--- config.mk ---
export PLATFORM = sky130hd
export DESIGN_NAME = alu_exec_sequencer
export DESIGN_NICKNAME = d
export VERILOG_FILES = /design/src/rtl/alu_exec_sequencer.sv
export SDC_FILE = /design/constraint.sdc
export NUM_CORES = 1
export LEC_CHECK = 0
export CORE_MARGIN = 8
export CORE_UTILIZATION = 55
export DETAILED_ROUTE_END_ITERATION = 8
export PLACE_DENSITY = 0.87
export SLEW_MARGIN = 20
export SYNTH_ARGS = -nofsm -noshare
export SYNTH_HDL_FRONTEND = slang
export SYNTH_SLANG_ARGS = --single-unit
--- constraint.sdc ---
create_clock -name clk -period 5.88 [get_ports clk]
set_input_delay 1.764 -clock clk [delete_from_list [all_inputs] [get_ports clk]]
set_output_delay 1.764 -clock clk [all_outputs]
set_load 0.005 [all_outputs]
--- src/rtl/alu_exec_sequencer.sv ---
// -----------------------------------------------------------------------------
// alu_exec_sequencer
//
// Execution stage of the APB ALU, sitting between FIFO_IN and FIFO_OUT.
// While start_bit is set and FIFO_IN holds an entry, it pops one
// {op, data0, data1} entry. It executes that entry as a single-cycle add, an
// iterative shift-add multiply, or a flagged bad op. It then pushes one
// {op_err, result} word into FIFO_OUT. Only one operation is in flight at a
// time.
//
// Ports
//   clk        in   1               clock, rising edge
//   rst        in   1               synchronous reset, active-high
//   start_bit  in   1               enable; 0 blocks new pops from IDLE
//   empty_in   in   1               FIFO_IN empty
//   rdata_in   in   FIFO_IN_WIDTH   FIFO_IN data, valid the cycle after r_en_in
//   r_en_in    out  1               FIFO_IN pop strobe
//   full_out   in   1               FIFO_OUT full
//   w_en_out   out  1               FIFO_OUT push strobe
//   wdata_out  out  FIFO_OUT_WIDTH  FIFO_OUT write data {op_err, result}
//   busy       out  1               high whenever not IDLE
//   done_cnt   out  CNT_WIDTH       number of pushed words, wrapping
// -----------------------------------------------------------------------------
module alu_exec_sequencer #(
  parameter int DATA_WIDTH     = 12,
  parameter int OPERATION_SIZE = 2,
  parameter int FIFO_IN_WIDTH  = OPERATION_SIZE + 2*DATA_WIDTH,
  parameter int FIFO_OUT_WIDTH = 2*DATA_WIDTH + 1,
  parameter int CNT_WIDTH      = 8
) (
  input  logic                      clk,
  input  logic                      rst,
  input  logic                      start_bit,
  input  logic                      empty_in,
  input  logic [FIFO_IN_WIDTH-1:0]  rdata_in,
  output logic                      r_en_in,
  input  logic                      full_out,
  output logic                      w_en_out,
  output logic [FIFO_OUT_WIDTH-1:0] wdata_out,
  output logic                      busy,
  output logic [CNT_WIDTH-1:0]      done_cnt
);

  localparam int RES_WIDTH = 2*DATA_WIDTH;
  localparam int BIT_CNT_W = 4;

  localparam logic [OPERATION_SIZE-1:0] OP_ADD = OPERATION_SIZE'(1);
  localparam logic [OPERATION_SIZE-1:0] OP_MUL = OPERATION_SIZE'(2);

  typedef enum logic [1:0] {
    IDLE  = 2'd0,
    FETCH = 2'd1,
    EXEC  = 2'd2,
    WRITE = 2'd3
  } state_t;

  state_t state_reg, state_next;

  // Operand and datapath registers
  logic [OPERATION_SIZE-1:0] op_reg;
  logic [DATA_WIDTH-1:0]     a_reg;
  logic [DATA_WIDTH-1:0]     b_reg;
  logic [RES_WIDTH-1:0]      acc_reg;
  logic [BIT_CNT_W-1:0]      bit_cnt_reg;
  logic [FIFO_OUT_WIDTH-1:0] word_reg;
  logic [CNT_WIDTH-1:0]      done_cnt_reg;

  logic                      is_mul;
  logic                      is_add;
  logic                      mul_last;
  logic [RES_WIDTH-1:0]      addend;
  logic [RES_WIDTH-1:0]      acc_sum;
  logic [RES_WIDTH-1:0]      add_sum;

  // Partial products, one per multiplier bit. The multiply walks these LSB
  // first, selecting one per EXEC cycle by bit_cnt_reg.
  logic [RES_WIDTH-1:0] pp [DATA_WIDTH];

  generate
    for (genvar gi = 0; gi < DATA_WIDTH; gi++) begin : g_pp
      assign pp[gi] = b_reg[gi] ? ({{DATA_WIDTH{1'b0}}, a_reg} << gi) : '0;
    end
  endgenerate

  assign is_mul   = (op_reg == OP_MUL);
  assign is_add   = (op_reg == OP_ADD);
  assign mul_last = (bit_cnt_reg == BIT_CNT_W'(DATA_WIDTH - 1));
  assign addend   = pp[bit_cnt_reg];
  assign acc_sum  = acc_reg + addend;
  assign add_sum  = {{DATA_WIDTH{1'b0}}, a_reg} + {{DATA_WIDTH{1'b0}}, b_reg};

  // ---------------------------------------------------------------------------
  // FSM state register
  // ---------------------------------------------------------------------------
  always_ff @(posedge clk) begin
    if (rst) begin
      state_reg <= IDLE;
    end else begin
      state_reg <= state_next;
    end
  end

  // ---------------------------------------------------------------------------
  // FSM next state and strobes. Both strobes are decoded from the state
  // register, and each lives in a different state. Pop and push therefore can
  // never coincide.
  // ---------------------------------------------------------------------------
  always_comb begin
    state_next = state_reg;
    r_en_in    = 1'b0;
    w_en_out   = 1'b0;
    case (state_reg)
      IDLE: begin
        if (start_bit && !empty_in) begin
          r_en_in    = 1'b1;
          state_next = FETCH;
        end
      end
      FETCH: begin
        state_next = EXEC;
      end
      EXEC: begin
        // Add and bad ops finish in one cycle. Multiply stays until the last
        // multiplier bit has been accumulated.
        if (!is_mul || mul_last) begin
          state_next = WRITE;
        end
      end
      WRITE: begin
        if (!full_out) begin
          w_en_out   = 1'b1;
          state_next = IDLE;
        end
      end
      default: begin
        state_next = IDLE;
      end
    endcase
  end

  // ---------------------------------------------------------------------------
  // Datapath
  // ---------------------------------------------------------------------------
  always_ff @(posedge clk) begin
    if (rst) begin
      op_reg       <= '0;
      a_reg        <= '0;
      b_reg        <= '0;
      acc_reg      <= '0;
      bit_cnt_reg  <= '0;
      word_reg     <= '0;
      done_cnt_reg <= '0;
    end else begin
      case (state_reg)
        FETCH: begin
          // rdata_in is valid now, one cycle after the pop strobe.
          op_reg      <= rdata_in[FIFO_IN_WIDTH-1 -: OPERATION_SIZE];
          a_reg       <= rdata_in[2*DATA_WIDTH-1 -: DATA_WIDTH];
          b_reg       <= rdata_in[DATA_WIDTH-1:0];
          acc_reg     <= '0;
          bit_cnt_reg <= '0;
        end
        EXEC: begin
          if (is_mul) begin
            acc_reg     <= acc_sum;
            bit_cnt_reg <= bit_cnt_reg + BIT_CNT_W'(1);
            if (mul_last) begin
              word_reg <= {1'b0, acc_sum};
            end
          end else if (is_add) begin
            word_reg <= {1'b0, add_sum};
          end else begin
            // Unknown op codes give a zero result with the error flag set.
            // The word is still pushed, so a bad op never stalls the pipe.
            word_reg <= {1'b1, {RES_WIDTH{1'b0}}};
          end
        end
        default: begin
        end
      endcase

      if (w_en_out) begin
        done_cnt_reg <= done_cnt_reg + CNT_WIDTH'(1);
      end
    end
  end

  // word_reg only changes in EXEC, so it is stable for all of WRITE.
  assign wdata_out = word_reg;
  assign busy      = (state_reg != IDLE);
  assign done_cnt  = done_cnt_reg;

endmodule

==> results of run 1 <==
final timing paths:
path,endpoint,slack (ns),cells past startpoint
max,w_en_out,0.94,3
min,wdata_out[22],0.46,2
max reg2reg,wdata_out[18],1.57,13
min reg2reg,wdata_out[22],0.46,2
metrics by stage:
stage                     utilization, %  std cells  hold WS [ns]  total power, µW
after floorplan                        -        799         0.432             1260
after detailed placement            62.2        952         0.451             1500
after global routing                64.5        967         0.487             2140
after global placement              62.2        952         0.436             1490
after CTS                           64.5        967         0.466             2030
final                               64.5        967         0.462             2040
where the power goes:
part           leakage [µW]  total [µW]  internal [µW]  switching [µW]
combinational       0.00209         662            290             373
sequential         0.000720         847            677             170
clock              0.000128         535            294             241
synthesized netlist by cell type (3+ instances only):
cell type  instances  area share [%]
a22o_1            19             2.6
nand3_1           19             1.5
nor3_1            23             1.8
nand2_1           43             2.5
xnor2_1           19             2.6
nor2b_1           15             1.5
clkbuf_1          58             3.4
and3_1             5            0.49
a211o_1            3            0.41
nand2b_1           4            0.39
dfxtp_1           89              28
and2_1             9            0.87
a22oi_1           13             1.5
o21a_1             5            0.58
a32o_1             4            0.62
nor2_1            87             5.1
o31ai_1            4            0.47
a21oi_1           84             6.5
a21o_1            12             1.4
a211oi_1          11             1.3
a221oi_1          28             3.8
buf_1              4            0.23
ha_1              43             8.4
o21ai_0           30             2.3
a32oi_1           13             1.8
a31oi_1            9            0.87
o21bai_1           3            0.35
xor2_1            15             2.0
buf_2              4            0.31
or2_2              3            0.29
nor4_1            12             1.2
inv_1             23             1.3
o22ai_1            3            0.29
a21oi_2            3            0.41
o41ai_1            5            0.68
mux2i_1           28             4.4
kinds of logic (layout without fill, tap and decap cells):
kind of cell             Yosys count  in the layout  share of synthesized area [%]
flip-flops                        89             89                           27.7
AND/OR/NAND/NOR                  236            236                           17.8
XOR/XNOR                          34             34                           4.63
AO/OA/AOI/OAI                    277            277                           30.9
adder cells (fa/ha/maj)           45             45                           8.98
buffers and inverters             89            114                           5.27
multiplexers                      29             29                           4.70
critical path: cells and delay by family:
family | cells | cell delay [ns]
AND/OR/NAND/NOR | 1 | 0.37
buffers and inverters | 2 | 1.04
area by class of cell:
type	instances	area [µm²]	share of cell area, %
clock buffer	12	246	3.35
clock inverter	3	17.5	0.238
inverter	23	86.3	1.17
multi-input combinational	621	4320	58.7
sequential	89	1780	24.2
tap	143	179	2.43
timing repair buffer	76	731	9.93
metal layers:
metal | global-route usage, % | part of all wire (%) | vias up
met5 | 0 | 0 | -
met4 | 12.6 | 4.2 | 0
met3 | 6.94 | 8.8 | 70
met2 | 37.6 | 46 | 380
met1 | 30.2 | 41 | 2938
li1 | - | - | 3030
==> metrics, run 1 <==
CP dominant cell by count clkdlybuf4s50_1; clock tree buffer depth 2; pin count of the biggest net entering global routing 57; leading cell type in the layout, fill and taps excluded dfxtp_1; count of buffers from port buffering 66; crit-path max FO 6; most frequent cells in the layout dfxtp_1 (89), nor2_1 (87), a21oi_1 (84), clkdlybuf4s50_1 (65), nand2_1 (43); Final Hold Fails 0; setup ws final 0.942 ns; EDFF count, synth 0; Worst IR Drop VDD 0.436 mV; synth warn 0; Achievable Freq 202 MHz; # rows 39; #FFs+latches synth 89; Initial Util 56.4%; Post-synth ARST share 0%; number of flip-flops in the largest register 25; synth-to-layout area growth 14.3%; post-cts sizing count 0; number of top-level pins 67; vias in the first global route 6034; clock root cell clkbuf_16; initial antenna violation count 0; Post-Syn Area 6440 µm²; final setup fails 0; overall routing resource usage 24.3%; layout cells sized above 1 5.83%; CTS clk-pin slew, worst paths 0.06 ns; DRT antenna net count 0; startpoint class of the critical path primary input; CP max stage delay 0.59 ns; # fillers 1017; final wirelength 18800 µm; chip width 124 µm; hold path start wdata_out[22]; post-DR wirelength/cell 19.4 µm; type of the worst min-delay path reg -> reg; CP Class in -> out; clock latency on the worst-skew pair 0.36 ns; ys flop type dfxtp_1; PwrDens 278 nW/µm²; clk_skew 0.00950 ns; Seq/Total Area, Yosys 27.7%; outcome finished, final reports clean; worst path required time 4.12 ns; Worst Tran Pin Value 0.955 ns; final setup TNS 0 ns; Leak 0.00294 µW; final critical-path share of the clock period 84.0%; Setup crit end kind output pin; Iter 0 DRT Violations 828; post-synth net total 875; slew margin rel. 36.4%; RSZ-0062 raised after global routing no; detailed-route via count 6418; height of the die 124 µm; # Max-Cap Violations 0; Antenna Diode Count 0; RR Startpoint bit_cnt_reg[0]; DRT Pass-1 Iters 6; Post-Synthesis Cells 799; CTS H-tree depth 3; Post-Syn Area per Cell 8.06 µm²; core footprint 11400 µm²; Via density 6.64; fin crit period 4.94 ns; TritonCTS Sinks 89; Die Area 15400 µm²; TritonCTS Buffers 9; first-pass GRT wire length 29900 µm; max-slew violations 0; Post-Place Worst Slack 0.948 ns; Nets 896; Cell Chain, Critical Path clkdlybuf4s50_1 -> nor2b_1 -> clkdlybuf4s50_1; HPWL Detailed 13300 µm; CTS Hold Buffers Added 0; Routability Congestion 0.983; distinct cell type count after synthesis 73; post-route cell area 7360 µm²; crit path DAT 3.17 ns; Worst setup startpoint full_out; Post-DP Area 7100 µm²; CTS tree done; total congestion overflow 0; post-CTS setup buffers 0; drt drc 0; slowest CP cell clkdlybuf4s50_1
Note: power is estimated with default switching activity, not from simulation.
==> inputs of run 2 (changes only) <==
--- a/config.mk
+++ b/config.mk
@@ -6,9 +6,9 @@
 export NUM_CORES = 1
 export LEC_CHECK = 0
 export CORE_MARGIN = 8
-export CORE_UTILIZATION = 55
+export CORE_UTILIZATION = 52
 export DETAILED_ROUTE_END_ITERATION = 8
-export PLACE_DENSITY = 0.87
+export PLACE_DENSITY = 0.86
 export SLEW_MARGIN = 20
 export SYNTH_ARGS = -nofsm -noshare
 export SYNTH_HDL_FRONTEND = slang
==> constraint.sdc (replaced) <==
create_clock -name clk -period 4.1 [get_ports clk]
set_input_delay 1.23 -clock clk [delete_from_list [all_inputs] [get_ports clk]]
set_output_delay 1.23 -clock clk [all_outputs]
set_load 0.005 [all_outputs]
==> run 2 against run 1 <==
Net effect: clock power increased by 58%; global-route usage is 0.54 points lower; setup slack worse by 0.56 ns; register-to-register slack lost 1.2 ns; final cell count grew 4.1%; combinational power grew 59%.
==> metrics, run 2 (synthesis results as in run 1) <==
outcome finished, final reports clean; slowest CP cell or4_1; Initial Util 53.4% (-3.0 points); DRT Pass-1 Iters 5 (-1); CP dominant cell by count and2_1; leading cell type in the layout, fill and taps excluded dfxtp_1; chip width 127 µm (+2.5%); drt drc 0 (unchanged); final setup fails 0 (unchanged); Flop pwr share 38.1% (-3.3 points); Worst Tran Pin Value 0.989 ns (+0.0347 ns); crit path DAT 3.97 ns (+0.80 ns); Worst Path Buf+Inv 1 (-1); post-cts sizing count 0 (unchanged); count of buffers from port buffering 66 (unchanged); combinational power share 34.2% (+1.8 points); hold path start wdata_out[24]; overall routing resource usage 23.8% (-0.54 points); number of top-level pins 67 (unchanged); startpoint class of the critical path register; final critical-path share of the clock period 90.8%; Worst IR Drop VDD 0.568 mV (+30%); first-pass GRT wire length 31300 µm (+4.9%); vias in the first global route 6233 (+3.3%); clock latency on the worst-skew pair 0.36 ns (about the same); initial antenna violation count 0 (unchanged); type of the worst min-delay path reg -> reg; HPWL Detailed 13800 µm (+3.8%); Via density 6.51 (-1.9%); pin count of the biggest net entering global routing 61 (+7.0%); CP max stage delay 0.54 ns (-0.05 ns); Post-Place Worst Slack 0.485 ns (-0.463 ns); final wirelength 19600 µm (+4.4%); CP Class reg -> reg; number of flip-flops in the largest register 25 (unchanged); CTS H-tree depth 3 (unchanged); synth-to-layout area growth 17.2%; most frequent cells in the layout dfxtp_1 (89), nor2_1 (87), a21oi_1 (84), clkdlybuf4s50_1 (65), nand2_1 (43); worst path required time 4.35 ns (+0.23 ns); CTS clk-pin slew, worst paths 0.07 ns (about the same); CTS tree done; clk_skew 0.00861 ns (-0.000891 ns); CTS Hold Buffers Added 0 (unchanged); fin crit period 3.72 ns; Cell Chain, Critical Path buf_12 -> and2_1 -> a221oi_1 -> or4_1 -> o41ai_1 -> ha_1 -> and2_1 -> and3_1 -> a21oi_1 -> o221ai_1 -> a221oi_2 -> xnor2_1 -> a22o_1; Nets 910 (+1.6%); setup ws final 0.377 ns (-0.565 ns); TritonCTS Buffers 9 (unchanged); detailed-route via count 6559 (+2.2%); Net Sw Frac 37.8% (-0.49 points); crit-path max FO 33 (+27); total congestion overflow 0 (unchanged); slew margin rel. 34.0% (-2.3 points); Final Hold Fails 0 (unchanged); DRT antenna net count 0 (unchanged); TritonCTS Sinks 89 (unchanged); core footprint 12100 µm² (+5.6%); Routability Congestion 0.986 (+0.27%); clock power share 27.7% (+1.5 points); reg2reg setup slack 0.38 ns (-1.19 ns); Die Area 16200 µm² (+5.0%); # fillers 1020 (+0.29%); Worst setup startpoint bit_cnt_reg[0]; Iter 0 DRT Violations 914 (+10%); post-CTS setup buffers 0 (unchanged); Achievable Freq 269 MHz; # Max-Cap Violations 0 (unchanged); Leak 0.00303 µW (+3.2%); Setup crit end kind register; RR Startpoint bit_cnt_reg[0]; Top delay family on crit path simple AND/OR/NAND/NOR gates; clock root cell clkbuf_16; height of the die 127 µm (+2.5%); PwrDens 405 nW/µm² (+46%); max-slew violations 0 (unchanged); Net Sw Power 1160 µW (+48%); post-DR wirelength/cell 19.4 µm (+0.23%); layout cells sized above 1 7.51% (+1.7 points); final setup TNS 0 ns (unchanged); Internal Power 1900 µW (+51%); Antenna Diode Count 0 (unchanged); RSZ-0062 raised after global routing no; # rows 40 (+2.6%); clock tree buffer depth 2 (unchanged)
run 2: cell types whose count changed in the layout (fill, tap and decap cells not counted), sizes merged:
cell,previous run,this run
clkinvlp,1,0
clkinv,2,3
bufinv,0,1
buf,11,25
run 2: worst register-to-register path, cell delays in order, from the launching register on:
cell	delay, ns
dfxtp_1	0.45
buf_12	0.22
and2_1	0.32
a221oi_1	0.15
or4_1	0.54
o41ai_1	0.11
ha_1	0.38
and2_1	0.21
and3_1	0.22
a21oi_1	0.18
o221ai_1	0.14
a221oi_2	0.34
xnor2_1	0.14
a22o_1	0.22
run 2: area by class of cell:
cell class	count	area, µm²	area share (%)
well taps	168	210	2.79
flip-flops and latches	89	1780	23.6
clock buffers	12	246	3.27
multi-input cells	621	4320	57.3
inverters	23	86.3	1.14
repair buffers	90	848	11.2
clock inverters	4	52.6	0.696
run 2: power by group through the flow:
stage | clock, µW | combinational, µW | sequential [µW]
after detailed placement | 0 | 1020 | 1170
after floorplan | 0 | 739 | 1060
after global placement | 0 | 997 | 1170
final | 847 | 1050 | 1170
after global routing | 895 | 1130 | 1180
after CTS | 859 | 1030 | 1150
run 2: final timing paths:
| check | endpoint | cells past startpoint |
|---|---|---|
| setup reg to reg | wdata_out[21] | 13 |
| hold reg to reg | wdata_out[24] | 2 |
| hold / removal | wdata_out[24] | 2 |
| setup / recovery | wdata_out[21] | 13 |
run 2: metrics by stage:
step	area [µm²]	hold slack [ns]	std cells	total power, µW	utilization (%)
2_1_floorplan	6440	0.432	799	1800	-
4_1_cts	7550	0.469	1007	3050	62.6
3_3_place_gp	7250	0.441	991	2170	60.1
6_report	7550	0.461	1007	3060	62.6
5_1_grt	7550	0.483	1007	3200	62.6
3_5_place_dp	7250	0.455	991	2190	60.1
run 2: per-layer routing:
metal / up-vias / global-route usage (%) / wire length [µm]
met5: - / 0 / 0
met1: 3047 / 28.7 / 7920
li1: 3062 / - / -
met3: 83 / 5.99 / 1780
met2: 367 / 38.4 / 9100
met4: 0 / 12.0 / 777
==> inputs of run 3 (changes only) <==
--- a/config.mk
+++ b/config.mk
@@ -6,9 +6,10 @@
 export NUM_CORES = 1
 export LEC_CHECK = 0
 export CORE_MARGIN = 8
-export CORE_UTILIZATION = 52
+export CORE_UTILIZATION = 55
 export DETAILED_ROUTE_END_ITERATION = 8
-export PLACE_DENSITY = 0.86
+export DONT_BUFFER_PORTS = 1
+export PLACE_DENSITY = 0.82
 export SLEW_MARGIN = 20
 export SYNTH_ARGS = -nofsm -noshare
 export SYNTH_HDL_FRONTEND = slang
==> run 3 against run 2 <==
Net effect: utilization is 2.3 points lower; die area is 4.8% lower; total power is 3.3% lower; hold slack improved by 0.018 ns; wire length grew 4.1%; critical path type unchanged; largest power group unchanged.
==> metrics, run 3 (synthesis results as in run 1) <==
drt drc 0 (unchanged); DRT Pass-1 Iters 9 (+4); Antenna Diode Count 0 (unchanged); final setup fails 0 (unchanged); clk_skew 0.00493 ns (-0.00368 ns); Flop pwr share 39.9% (+1.8 points); Internal Power 1800 µW (-5.5%); CTS tree done; Net Sw Power 1160 µW (+0.34%); setup ws final 0.185 ns (-0.191 ns); count of buffers from port buffering 0 (-100%); Initial Util 56.4% (+3.0 points); initial antenna violation count 0 (unchanged); Top delay family on crit path simple AND/OR/NAND/NOR gates; WHS 0.480 ns (+0.0181 ns); Via density 7.00 (+7.5%); Iter 0 DRT Violations 842 (-7.9%); CTS clk-pin slew, worst paths 0.07 ns (about the same); final wirelength 20400 µm (+4.1%); final setup TNS 0 ns (unchanged); Die Area 15400 µm² (-4.8%); clock power share 29.2% (+1.5 points); RSZ-0062 raised after global routing no; slowest CP cell nor4_1; post-cts sizing count 0 (unchanged); post-CTS setup buffers 0 (unchanged); overall routing resource usage 26.3% (+2.5 points); detailed-route via count 6428 (-2.0%); Worst Tran Pin Value 0.981 ns (-0.00863 ns); number of top-level pins 67 (unchanged); number of flip-flops in the largest register 25 (unchanged); # placed instances 902 (-9.0%); CTS H-tree depth 3 (unchanged); CP dominant cell by count nand2_1; Finished Layout Cells 918 (-8.8%); total congestion overflow 0 (unchanged); crit-path max FO 26 (-21%); Achievable Freq 255 MHz (-4.9%); fin crit period 3.91 ns (+0.191 ns); pin count of the biggest net entering global routing 69 (+13%); chip width 124 µm (-2.4%); crit path DAT 4.15 ns (+0.18 ns); Cell Chain, Critical Path buf_12 -> nand2_1 -> buf_4 -> a21oi_1 -> nor4_1 -> ha_1 -> nand2_1 -> o211ai_2 -> and4_4 -> a211o_1 -> xor2_1 -> a221oi_1 -> nor3_1; vias in the first global route 6078 (-2.5%); combinational power share 31.0% (-3.2 points); most frequent cells in the layout dfxtp_1 (89), nor2_1 (87), a21oi_1 (84), nand2_1 (43), ha_1 (42); Final Util 60.2% (-2.3 points); startpoint class of the critical path register; TritonCTS Buffers 9 (unchanged); clock tree buffer depth 2 (unchanged); max-slew violations 0 (unchanged); final critical-path share of the clock period 95.5% (+4.7 points); Net Sw Frac 39.3% (+1.4 points); Final Hold Fails 0 (unchanged); Leak 0.00280 µW (-7.8%); clock root cell clkbuf_16; layout cells sized above 1 8.52% (+1.0 points); TritonCTS Sinks 89 (unchanged); CP max stage delay 0.65 ns (+0.11 ns); PwrDens 430 nW/µm² (+6.1%); outcome finished, final reports clean; height of the die 124 µm (-2.4%); synth-to-layout area growth 6.82%; CP Class reg -> reg; Worst IR Drop VDD 0.399 mV (-30%); # rows 39 (-2.5%); type of the worst min-delay path reg -> reg; leading cell type in the layout, fill and taps excluded dfxtp_1; first-pass GRT wire length 32100 µm (+2.3%); DRT antenna net count 0 (unchanged); worst path required time 4.33 ns (-0.02 ns); Nets 846 (-7.0%); Setup crit end kind register; # Max-Cap Violations 0 (unchanged); clock latency on the worst-skew pair 0.35 ns (about the same); post-DR wirelength/cell 22.2 µm (+14%); CTS Hold Buffers Added 0 (unchanged); Post-Place Worst Slack 0.338 ns (-0.147 ns); slew margin rel. 34.6% (+0.58 points); Routability Congestion 0.982 (-0.44%); Worst Path Buf+Inv 2 (+1); HPWL Detailed 14600 µm (+5.7%); core footprint 11400 µm² (-5.3%)
## run 3: cell types whose count changed in the layout (fill, tap and decap cells not counted), moves of 2 or more
| cell | before | now |
|---|---|---|
| clkinvlp_4 | 0 | 3 |
| clkdlybuf4s50_1 | 65 | 0 |
| clkinv_4 | 2 | 0 |
| clkbuf_1 | 2 | 0 |
| buf_4 | 23 | 25 |
## run 3: path summary, 6_finish.rpt
check | from | to | slack, ns | cells past startpoint
worst min register to register | wdata_out[24] | wdata_out[24] | 0.48 | 2
worst min-delay path | wdata_out[24] | wdata_out[24] | 0.48 | 2
worst max register to register | bit_cnt_reg[0] | wdata_out[10] | 0.19 | 13
worst max-delay path | bit_cnt_reg[0] | wdata_out[10] | 0.19 | 13
## run 3: final cells by class
cell class              instances  area (µm²)
fillers                      1064        4540
clock buffers                   9         225
inverters                      23        86.3
multi-input cells             621        4320
clock inverters                 7        77.6
flip-flops and latches         89        1780
well taps                     143         179
repair buffers                 26         208
## run 3: metrics by stage
step,instance area [µm²],power (µW)
3_3_place_gp,6580,2060
5_1_grt,6880,3090
6_report,6880,2960
3_5_place_dp,6580,2090
4_1_cts,6880,2950
2_1_floorplan,6440,1800
## run 3: power by group through the flow
stage / Sequential [µW] / Combinational [µW] / Clock (µW)
after floorplan: 1060 / 739 / 0
after global placement: 1190 / 870 / 0
after detailed placement: 1190 / 896 / 0
after CTS: 1170 / 904 / 874
after global routing: 1190 / 996 / 909
final: 1180 / 915 / 863
## run 3: per-layer routing
metal / GRT usage [%] / wire length, µm / up-vias
met4: 11.9 / 857 / 0
met1: 32.0 / 7980 / 2972
met5: 0 / 0 / -
met3: 7.12 / 2020 / 101
met2: 42.6 / 9510 / 422
li1: - / - / 2933
## run 3: worst register-to-register path, cell delays in order (launching register included)
cell      delay [ns]
dfxtp_1         0.36
buf_12          0.18
nand2_1         0.44
buf_4           0.26
a21oi_1         0.05
nor4_1          0.65
ha_1            0.43
nand2_1         0.12
o211ai_2        0.12
and4_4          0.23
a211o_1         0.30
xor2_1          0.16
a221oi_1        0.40
nor3_1          0.09
